**src/rtl/alu_sequencer.sv**
```systemverilog
// Multi-cycle instruction sequencer: IDLE -> EXEC -> WB around a registered ALU and a register file.
// Optional build macro ALU_SEQ_R0_ZERO_EN makes register 0 read-only (writes to rd==0 are suppressed).
module alu_sequencer #(
  parameter int DATA_W = 16,
  parameter int REG_AW = 3,
  parameter int IMM_W  = 7,
  parameter int CNT_W  = 16
) (
  input  logic              clk,
  input  logic              rst,
  input  logic              instr_valid,
  input  logic [15:0]       instr,
  output logic              instr_ready,
  output logic [REG_AW-1:0] rf_raddr_a,
  output logic [REG_AW-1:0] rf_raddr_b,
  input  logic [DATA_W-1:0] rf_rdata_a,
  input  logic [DATA_W-1:0] rf_rdata_b,
  output logic [2:0]        alu_opcode,
  output logic [DATA_W-1:0] alu_a,
  output logic [DATA_W-1:0] alu_b,
  output logic [DATA_W-1:0] alu_imm,
  input  logic [DATA_W-1:0] alu_result,
  output logic              rf_we,
  output logic [REG_AW-1:0] rf_waddr,
  output logic [DATA_W-1:0] rf_wdata,
  output logic              done,
  output logic              illegal,
  output logic [CNT_W-1:0]  retired_cnt
);

  typedef enum logic [1:0] {
    S_IDLE = 2'd0,
    S_EXEC = 2'd1,
    S_WB   = 2'd2
  } state_t;

  state_t            state_q, state_d;
  logic [15:0]       instr_q, instr_d;
  logic [CNT_W-1:0]  cnt_q, cnt_d;

  logic [2:0]        op_s;
  logic [REG_AW-1:0] rd_s, rs_s, rt_s;
  logic [DATA_W-1:0] imm_ext_s;
  logic              wb_write_s;

  function automatic logic op_is_illegal(input logic [2:0] op);
    return (op == 3'b110) || (op == 3'b111);
  endfunction

  function automatic logic op_writes(input logic [2:0] op);
    return (op != 3'b000) && !op_is_illegal(op);
  endfunction

  assign op_s      = instr_q[15:13];
  assign rd_s      = instr_q[12:10];
  assign rs_s      = instr_q[9:7];
  assign rt_s      = instr_q[6:4];
  assign imm_ext_s = {{(DATA_W-IMM_W){instr_q[IMM_W-1]}}, instr_q[IMM_W-1:0]};

`ifdef ALU_SEQ_R0_ZERO_EN
  assign wb_write_s = op_writes(op_s) && (rd_s != 3'd0);
`else
  assign wb_write_s = op_writes(op_s);
`endif

  always_ff @(posedge clk) begin
    if (rst) begin
      state_q <= S_IDLE;
      instr_q <= 16'd0;
      cnt_q   <= '0;
    end else begin
      state_q <= state_d;
      instr_q <= instr_d;
      cnt_q   <= cnt_d;
    end
  end

  // rst gates the WB strobes so an instruction caught by reset in WB never retires
  always_comb begin
    state_d     = state_q;
    instr_d     = instr_q;
    cnt_d       = cnt_q;
    instr_ready = 1'b0;
    rf_raddr_a  = '0;
    rf_raddr_b  = '0;
    alu_opcode  = 3'b000;
    alu_a       = '0;
    alu_b       = '0;
    alu_imm     = '0;
    rf_we       = 1'b0;
    rf_waddr    = '0;
    rf_wdata    = '0;
    done        = 1'b0;
    illegal     = 1'b0;
    case (state_q)
      S_IDLE: begin
        instr_ready = 1'b1;
        if (instr_valid) begin
          instr_d = instr;
          state_d = op_writes(instr[15:13]) ? S_EXEC : S_WB;
        end else begin
          state_d = S_IDLE;
        end
      end
      S_EXEC: begin
        rf_raddr_a = rs_s;
        rf_raddr_b = rt_s;
        alu_opcode = op_s;
        alu_a      = rf_rdata_a;
        alu_b      = rf_rdata_b;
        alu_imm    = imm_ext_s;
        state_d    = S_WB;
      end
      S_WB: begin
        done    = !rst;
        illegal = !rst && op_is_illegal(op_s);
        rf_we   = !rst && wb_write_s;
        if (op_writes(op_s)) begin
          rf_waddr = rd_s;
          rf_wdata = alu_result;
        end else begin
          rf_waddr = '0;
          rf_wdata = '0;
        end
        cnt_d   = cnt_q + 1'b1;
        state_d = S_IDLE;
      end
      default: state_d = S_IDLE;
    endcase
  end

  assign retired_cnt = cnt_q;

endmodule

```
**config.mk**
```make
export PLATFORM = sky130hd
export DESIGN_NAME = alu_sequencer
export DESIGN_NICKNAME = d
export VERILOG_FILES = /design/src/rtl/alu_sequencer.sv
export SDC_FILE = /design/constraint.sdc
export NUM_CORES = 1
export LEC_CHECK = 0
export ABC_AREA = 1
export BUFFER_PORTS_ARGS = -buffer_cell sky130_fd_sc_hd__buf_2
export CORE_AREA = 2 2 84 66
export DETAILED_ROUTE_END_ITERATION = 16
export DIE_AREA = 0 0 86 68
export MAX_ROUTING_LAYER = met4
export PLACE_DENSITY_LB_ADDON = 0.12
export SETUP_SLACK_MARGIN = 0.15
export SLEW_MARGIN = 10
export SYNTH_ARGS = -nofsm -noshare
export SYNTH_HDL_FRONTEND = slang
export SYNTH_SLANG_ARGS = --single-unit
```
**constraint.sdc**
```tcl
create_clock -name clk -period 3.4 [get_ports clk]
set_input_delay 0 -clock clk [delete_from_list [all_inputs] [get_ports clk]]
set_output_delay 0 -clock clk [all_outputs]
set_load 0.05 [all_outputs]
```
### Word-level counts from Yosys, hierarchy flattened

Index checks and enable logic that the tools add are counted.

* word-level logic and storage cells: 40
* register bits after elaboration: 34
* bits of input ports: 67

* equality and inequality tests: 6
* reductions and logical operators: 13
* muxes and demuxes: 17
* add/subtract/negate cells: 1

Operator list (count)
* $mux 16: 5
* $add 16x1->16 const B: 1
* $mux 3: 5
* $eq 3x3->1 const B: 4
* $reduce_bool 3->1: 2
* $logic_and 1x1->1: 4
* $mux 1: 4
* $mux 2: 2
* $pmux 2 s2: 1
* $logic_not 1->1: 3
* $eq 2x1->1 const B: 1
* $eq 2x2->1 const B: 1
* $logic_not 2->1: 1
* $logic_or 1x1->1: 2
* $reduce_and 2->1: 1

### Depth between registers and ports, before layout

Gate-level depths: netlist (run 1).

* word-level depth: 7
* gate-level depth with buffers: 8
* gate-level depth less buffers: 8

### Worst setup path after synthesis (run 1)

Ideal clock, no wire load.

* path type: reg-to-output
* from: register state_q[0]
* to: output illegal
* data arrival time: 1.992 ns
* required time: 3.400 ns
* setup slack: 1.408 ns
* cell stages (with the launch flop): 4
* buffers on the path: 0
* cell sequence: dfxtp_1 -> inv_2 -> nand2_4 -> nor4_1

* word-level cells in the longest chain between the ends: 2

RTL lines
* start, declared: RTL line 37 `state_t state_q, state_d;`
* start signal, assigned: RTL line 72 `state_q <= state_d;`
* $eq 2x2->1: RTL line 95 `case (state_q)`
* $mux 1: RTL line 95
* end, declared: RTL line 27 `output logic illegal,`

No other way between the ends.

### Worst setup path after layout (run 1)

* from: register state_q[0]
* to: output alu_imm[9]

* word-level cells in the longest chain between the ends: 2

RTL lines
* $eq 2x1->1: RTL line 95
* $mux 16: RTL line 95
* end, declared: RTL line 21 `output logic [DATA_W-1:0] alu_imm,`

No other way between the ends.

==> results of run 1 <==
metrics by stage:
stage | setup WS [ns] | hold slack, ns
floorplan | 1.41 | 0.163
global placement | 1.62 | 0.252
detailed placement | 1.53 | 0.264
CTS | 1.22 | 0.0000809
global route | 0.994 | 0.00438
finish | 1.27 | 0.00470
cell usage after synthesis (2+ instances only):
cell / count
xor2_1: 2
nor2_4: 3
buf_4: 16
a21oi_1: 17
o21ai_0: 22
nand2_2: 3
nand3_1: 7
dfxtp_1: 34
nor3_1: 4
nand2_1: 47
buf_2: 6
nor2_2: 3
nor2_1: 101
clkbuf_1: 4
inv_1: 59
nand3_2: 2
nand4_1: 4
state kept, by name, indices dropped and copies added, names as in the netlist:
name	flops
retired_cnt	16
instr_q	16
state_q	2
worst max-delay path, stage by stage, from the launching register on:
cell and delay [ns]:
dfxtp_1 0.45, nand2_2 0.50, nor2_1 0.54, buf_2 0.35
kinds of logic (layout without fill, tap and decap cells):
family | after synthesis | count (layout) | synth area share (%)
buf+inv | 86 | 236 | 18.6
fa+ha+maj | 1 | 1 | 0.597
flops | 34 | 34 | 32.5
simple gates | 179 | 179 | 37.2
compound gates | 42 | 42 | 10.3
xor+xnor | 2 | 2 | 0.835
final cells by class:
class	count	area [µm²]	share of cell area (%)
Inverter	60	225	7.54
Timing Repair Buffer	168	868	29.1
Tap cell	62	77.6	2.60
Sequential cell	34	681	22.8
Multi-Input combinational cell	224	1030	34.3
Clock buffer	8	110	3.69
where the power goes:
part	internal [mW]	switching (mW)	leakage [nW]
clock network	0.204	0.139	0.0575
logic	0.0819	0.210	1.40
registers	0.419	0.00938	0.278
worst min-delay path by stage:
| stage | to | cells after the start | start | slack (ns) |
|---|---|---|---|---|
| floorplan | instr_q[10] | 2 | instr[10] | 0.16 |
| global placement | instr_q[12] | 3 | instr[12] | 0.25 |
| detailed placement | instr_q[12] | 3 | instr[12] | 0.26 |
| CTS | instr_q[1] | 3 | instr[1] | 0.00008 |
| global route | instr_q[5] | 3 | instr[5] | 0.004 |
| finish | instr_q[0] | 3 | instr[0] | 0.005 |
placed cells by master, fill, tap and decap left out, drive strengths merged:
cell type and instances:
buf 163, nor2 107, inv 60, nand2 51
dfxtp 34, o21ai 22, a21oi 17, nand3 9
clkbuf 8, dlygate4sd3 5, nor3 5, nand4 4
xor2 2, nor4 1, o21bai 1, nor3b 1
a31oi 1, a21o 1, or2 1, ha 1
layer usage:
layer / up-vias / global-route usage [%]
li1: 1318 / -
met1: 1038 / 22.4
met2: 88 / 31.0
met3: 2 / 4.22
met4: 0 / 4.17
met5: - / -
what timing repair did:
item | CTS | global route
hold endpoints to repair | 5 | 0
gates resized for setup | 0 | 0
hold buffers | 5 | 0
endpoints found under the setup margin | 0 | 0
==> flow_metrics.env, run 1 <==
export IMPL_synthesis_instances=344
export IMPL_post_layout_power_mw=1.06
export IMPL_die_y_um=68
export IMPL_syn_avg_cell_area_um2=6.10
export IMPL_layoutNonFillerInstCount=556
export IMPL_finish_utilization_pct=58.7
export IMPL_regToRegStartpoint="state_q[1]"
export IMPL_die_area_um2=5850
export IMPL_number_of_global_route_vias_before_repair=1910
export IMPL_die_x_um=86
export IMPL_timing_critical_path_fanout_max=46
export IMPL_fp_coreArea_um2=5090
export IMPL_routed_via_density=4.40
export IMPL_synth_top_cell_area_share_pct=32.5
export IMPL_post_synth_edffs=0
export IMPL_reg2reg_depth=7
export IMPL_yosys_area_top_type="dfxtp_1"
export IMPL_dp_hpwl_mm=4.39
export IMPL_detailed_place_area_um2=2830
export IMPL_finalHoldViolCount=0
export IMPL_arrival_ns=2.13
export IMPL_layout_cell_area_non_filler_um2=2990
export IMPL_power_density_nw_per_um2=356
export IMPL_timing_final_max_slew_violations=0
export IMPL_start_util_pct=41.2
export IMPL_clock_latency_ns=0.27
export IMPL_worst_setup_ep_type="output port"
export IMPL_flop_and_latch_count_out_of_synthesis=34
export IMPL_hold_path_class="primary input to register"
export IMPL_finalWirelength_mm=5.89
export IMPL_detail_route_antenna_nets=0
export IMPL_synth_yosys_warnings=0
export IMPL_crit_required_ns=3.40
export IMPL_synth_top_cells_by_area="dfxtp_1, nor2_1, inv_1"
export IMPL_p_leak_nw=1.74
export IMPL_drc=0
export IMPL_max_clock_path_buffers=2
export IMPL_dr_total_vias=2446
export IMPL_drt_pass1_iter_count=4
export IMPL_grt_usage_pct=18.3
export IMPL_cts_setup_buffers=0
export IMPL_synth_yosys_seq_area_share_pct=32.5
export IMPL_cts_tree="yes"
export IMPL_timing_rr_end="retired_cnt[15]"
export IMPL_endpoint="alu_imm[9]"
export IMPL_grt_first_pass_wirelength_mm=8.35
export IMPL_clk_root_buffer_cell="clkbuf_8"
export IMPL_worst_ir_drop_vdd_mv=0.207
export IMPL_reg2reg_slack_ns=1.93
export IMPL_timing_max_cap_violations=0
export IMPL_fillCellCount=551
export IMPL_synth_lib_cells_used_distinct=27
export IMPL_grt_overflow_total=0
export IMPL_timing_critical_path_from="state_q[0]"
export IMPL_area_delta_synth_final_pct=42.5
export IMPL_cts_inserted_buffers=5
export IMPL_nNetsFinal=561
export IMPL_routed_top_layer="met4"
export IMPL_met2_length_mm=2.72
export IMPL_ioPinCount=163
export IMPL_setup_violations=0
export IMPL_sort_of_element_at_the_start_of_the_critical_path="register"
export IMPL_met3_routed_wl_um=458
export IMPL_clock_sinks=34
export IMPL_met1_length_mm=2.69
export IMPL_antenna_diode_count=0
export IMPL_drive_above_1_share_pct=37.7
export IMPL_dp_cells=543
export IMPL_antenna_violations_before_repair=0
export IMPL_portBuffers=162
export IMPL_max_freq_mhz=469
export IMPL_drt_first_iter_violations=111
export IMPL_synth_cell_area_um2=2100
export IMPL_ys_dominant_reg_cell="dfxtp_1"
export IMPL_fin_skew_ns=0.00399
export IMPL_fin_crit_sh_pct=62.7
export IMPL_cts_reportedPaths_clkPinSlew_ns=0.07
export IMPL_grt_setup_unrepaired="false"
export IMPL_grt_start_max_net_pins=47
export IMPL_timing_max_slew_rel_slack_pct=45.8
export IMPL_rows=23
export IMPL_post_dr_wirelength_cell_um=10.6
export IMPL_synthArstFlopShare_pct=0
export IMPL_routabilityCongestion=0.815
export IMPL_ctsHtreeMaxLevel=2
export IMPL_post_route_min_period_ns=2.13
export IMPL_sum_of_negative_setup_slack_ns=0
export IMPL_worstSetupPathType="register to output port"
export IMPL_synth_nets=412
export IMPL_timing_worst_slew_pin_value_ns=0.810
export IMPL_run_status="finished, final reports clean"
Note: power is estimated with default switching activity, not from simulation.
==> inputs of run 2 (changes only) <==
- ABC_AREA: 1 -> 0
- CORE_AREA: 2 2 84 66 -> 2 2 89 70
- DIE_AREA: 0 0 86 68 -> 0 0 91 72
- clock period: 3.4 -> 1.9 ns (I/O delays scaled with it)
==> run 2 against run 1 <==
Combinational power rose by 51%. Sequential power rose by 77%. Die area rose by 12%. Worst setup slack got worse by 1.0 ns. Sequential share of layout area barely moved. Hold slack improved by 0.23 ns. Highest routed layer unchanged. Non-clock buffer count rose by 17. Clock skew fell by 0.0014 ns. Design area rose by 1.9%. Largest cell class unchanged. Flip-flop and latch count did not move.
==> flow_metrics.env, run 2 <==
export IMPL_run_status="finished, final reports clean"
export IMPL_p_sw_uw=568
export IMPL_post_route_min_period_ns=1.66
export IMPL_synth_yosys_warnings=0
export IMPL_synth_yosys_seq_area_share_pct=35.5
export IMPL_post_layout_power_mw=1.85
export IMPL_ys_dominant_reg_cell="dfxtp_1"
export IMPL_finalWirelength_mm=5.79
export IMPL_power_frac_clock_pct=35.1
export IMPL_fin_skew_ns=0.00254
export IMPL_synth_lib_cells_used_distinct=29
export IMPL_grt_start_max_net_pins=39
export IMPL_detail_route_antenna_nets=0
export IMPL_ioPinCount=163
export IMPL_setup_violations=0
export IMPL_post_dr_wirelength_cell_um=11.7
export IMPL_routed_via_density=4.35
export IMPL_final_cell_mix="buf_2, and2_1, nand2_1, dfxtp_1, a21oi_1"
export IMPL_power_combinational_fraction_pct=23.9
export IMPL_power_share_sequential_pct=41.0
export IMPL_clock_latency_ns=0.28
export IMPL_synth_xor_xnor_area_share_pct=4.57
export IMPL_grt_first_pass_wirelength_mm=8.91
export IMPL_post_synth_top_count_cell="and2_1"
export IMPL_post_synth_fa_ha_maj_area_fraction_pct=0.653
export IMPL_worst_setup_ep_type="register"
export IMPL_p_leak_nw=1.66
export IMPL_synth_nets=321
export IMPL_layout_cells_most_common="buf_2"
export IMPL_drt_first_iter_violations=53
export IMPL_crit_required_ns=2.11
export IMPL_die_x_um=91
export IMPL_drc=0
export IMPL_sort_of_element_at_the_start_of_the_critical_path="register"
export IMPL_fin_crit_sh_pct=87.3
export IMPL_max_freq_mhz=603
export IMPL_holdWs_ns=0.232
export IMPL_synthArstFlopShare_pct=0
export IMPL_dp_hpwl_mm=4.46
export IMPL_dr_total_vias=2164
export IMPL_detailed_place_area_um2=2740
export IMPL_ctsHtreeMaxLevel=2
export IMPL_cts_tree="yes"
export IMPL_grt_overflow_total=0
export IMPL_worstSetupPathType="register to register"
export IMPL_fp_coreArea_um2=5650
export IMPL_drive_above_1_share_pct=46.3
export IMPL_timing_critical_path_fanout_max=9
export IMPL_timing_max_cap_violations=0
export IMPL_flop_and_latch_count_out_of_synthesis=34
export IMPL_clock_sinks=34
export IMPL_grt_setup_unrepaired="true"
export IMPL_antenna_violations_before_repair=0
export IMPL_nNetsFinal=486
export IMPL_cts_inserted_buffers=5
export IMPL_hold_path_class="primary input to register"
export IMPL_synthesis_instances=253
export IMPL_arrival_ns=1.87
export IMPL_timing_final_max_slew_violations=0
export IMPL_critical_path_top_delay_family="simple AND/OR/NAND/NOR gates"
export IMPL_synth_top_cell_area_share_pct=35.5
export IMPL_timing_worst_slew_pin_value_ns=0.690
export IMPL_clk_root_buffer_cell="clkbuf_8"
export IMPL_post_synth_edffs=0
export IMPL_die_y_um=72
export IMPL_max_clock_path_buffers=2
export IMPL_synthTopCellsByCount="and2_1, nand2_1, dfxtp_1, a21oi_1, nor2_1"
export IMPL_muxShareOfSynthArea_pct=0.522
export IMPL_worst_path_largest_cell_delay_ns=0.53
export IMPL_cts_reportedPaths_clkPinSlew_ns=0.07
export IMPL_antenna_diode_count=0
export IMPL_synth_cell_area_um2=1920
export IMPL_power_density_nw_per_um2=608
export IMPL_routabilityCongestion=0.727
export IMPL_syn_avg_cell_area_um2=7.58
export IMPL_die_area_um2=6550
export IMPL_p_sw_share_pct=30.7
export IMPL_sum_of_negative_setup_slack_ns=0
export IMPL_critical_path_n_buffers_inverters=0
export IMPL_area_delta_synth_final_pct=58.8
export IMPL_internal_power_mw=1.28
export IMPL_worst_ir_drop_vdd_mv=0.372
export IMPL_rows=24
export IMPL_crit_path_top_delay_cell="or4_1"
export IMPL_timing_max_slew_rel_slack_pct=54.0
export IMPL_portBuffers=162
export IMPL_start_util_pct=34.0
export IMPL_fillCellCount=585
export IMPL_yosys_area_top_type="dfxtp_1"
export IMPL_synth_compound_area_share_pct=7.44
export IMPL_number_of_global_route_vias_before_repair=1926
export IMPL_layout_cell_area_non_filler_um2=3040
export IMPL_drt_pass1_iter_count=4
export IMPL_grt_usage_pct=17.0
export IMPL_synth_top_cells_by_area="dfxtp_1, and2_1, nand2_1"
export IMPL_critical_path_cell_chain="and4b_1 > nand2_1 > or4_1 > a21oi_1"
export IMPL_finalHoldViolCount=0
export IMPL_dominant_combinational_cell_family_by_area_after_synthesis="simple AND/OR/NAND/NOR gates"
export IMPL_post_synthesis_share_of_cell_area_spent_on_and_or_nand_and_nor_gates_pct=42.9
run 2: changes by cell type in the layout (fill, tap and decap cells not counted), moves of 4 or more:
cell / previous run / this run
nor2_1: 101 / 14
dfxtp_1: 34 / 23
dlygate4sd3_1: 5 / 16
xor2_1: 2 / 7
a21oi_1: 17 / 21
inv_1: 59 / 2
o21ai_0: 21 / 3
nand2_1: 47 / 41
buf_4: 1 / 6
and2_1: 0 / 65
dfxtp_2: 0 / 11
run 2: path summary, 6_finish.rpt:
check | start | to | slack (ns) | cells past startpoint
worst max-delay path | state_q[0] | retired_cnt[15] | 0.24 | 4
worst max register to register | state_q[0] | retired_cnt[15] | 0.24 | 4
worst min register to register | instr_q[11] | instr_q[11] | 0.45 | 2
worst min-delay path | rst | retired_cnt[12] | 0.23 | 2
run 2: metal layers:
| metal | wire [µm] | part of all wire, % | global-route usage, % |
|---|---|---|---|
| met5 | 0 | 0 | - |
| met4 | 26 | 0.45 | 3.37 |
| met3 | 482 | 8.3 | 5.40 |
| met2 | 2770 | 48 | 27.8 |
| met1 | 2510 | 43 | 21.0 |
run 2: power groups by stage:
| stage | clock network [mW] | registers, mW | logic [mW] |
|---|---|---|---|
| 2_1_floorplan | 0 | 0.777 | 0.274 |
| 3_3_place_gp | 0 | 0.774 | 0.410 |
| 3_5_place_dp | 0 | 0.775 | 0.412 |
| 4_1_cts | 0.668 | 0.759 | 0.444 |
| 5_1_grt | 0.698 | 0.763 | 0.477 |
| 6_report | 0.650 | 0.760 | 0.442 |
run 2: cell families (layout without fill, tap and decap cells):
group / count (synthesis) / after routing
AND/OR/NAND/NOR: 151 / 151
flip-flops: 34 / 34
buffers and inverters: 29 / 195
AO/OA/AOI/OAI: 27 / 27
XOR/XNOR: 10 / 10
adder cells (fa/ha/maj): 1 / 1
multiplexers: 1 / 1
run 2: cell type report:
type	count	area, µm²	share of cell area [%]
Clock buffer	5	68.8	2.26
Tap cell	78	97.6	3.21
Clock inverter	3	40.0	1.32
Multi-Input combinational cell	190	1100	36.1
Timing Repair Buffer	185	1040	34.0
Inverter	2	7.51	0.247
Sequential cell	34	694	22.8
run 2: per-stage QoR:
stage / utilization (%) / instances / setup WS [ns]
floorplan: - / 253 / 0.170
global placement: 48.5 / 472 / 0.193
detailed placement: 48.5 / 472 / 0.106
CTS: 53.5 / 496 / 0.150
global route: 53.9 / 497 / 0.141
finish: 53.9 / 497 / 0.242
run 2: what timing repair did:
action | CTS | global route
setup buffers | 0 | 1
resized for setup | 3 | 3
setup endpoints to repair | 55 | 33
endpoints found under the hold margin | 16 | 0
pin swaps | 0 | 1
hold buffers | 16 | 0
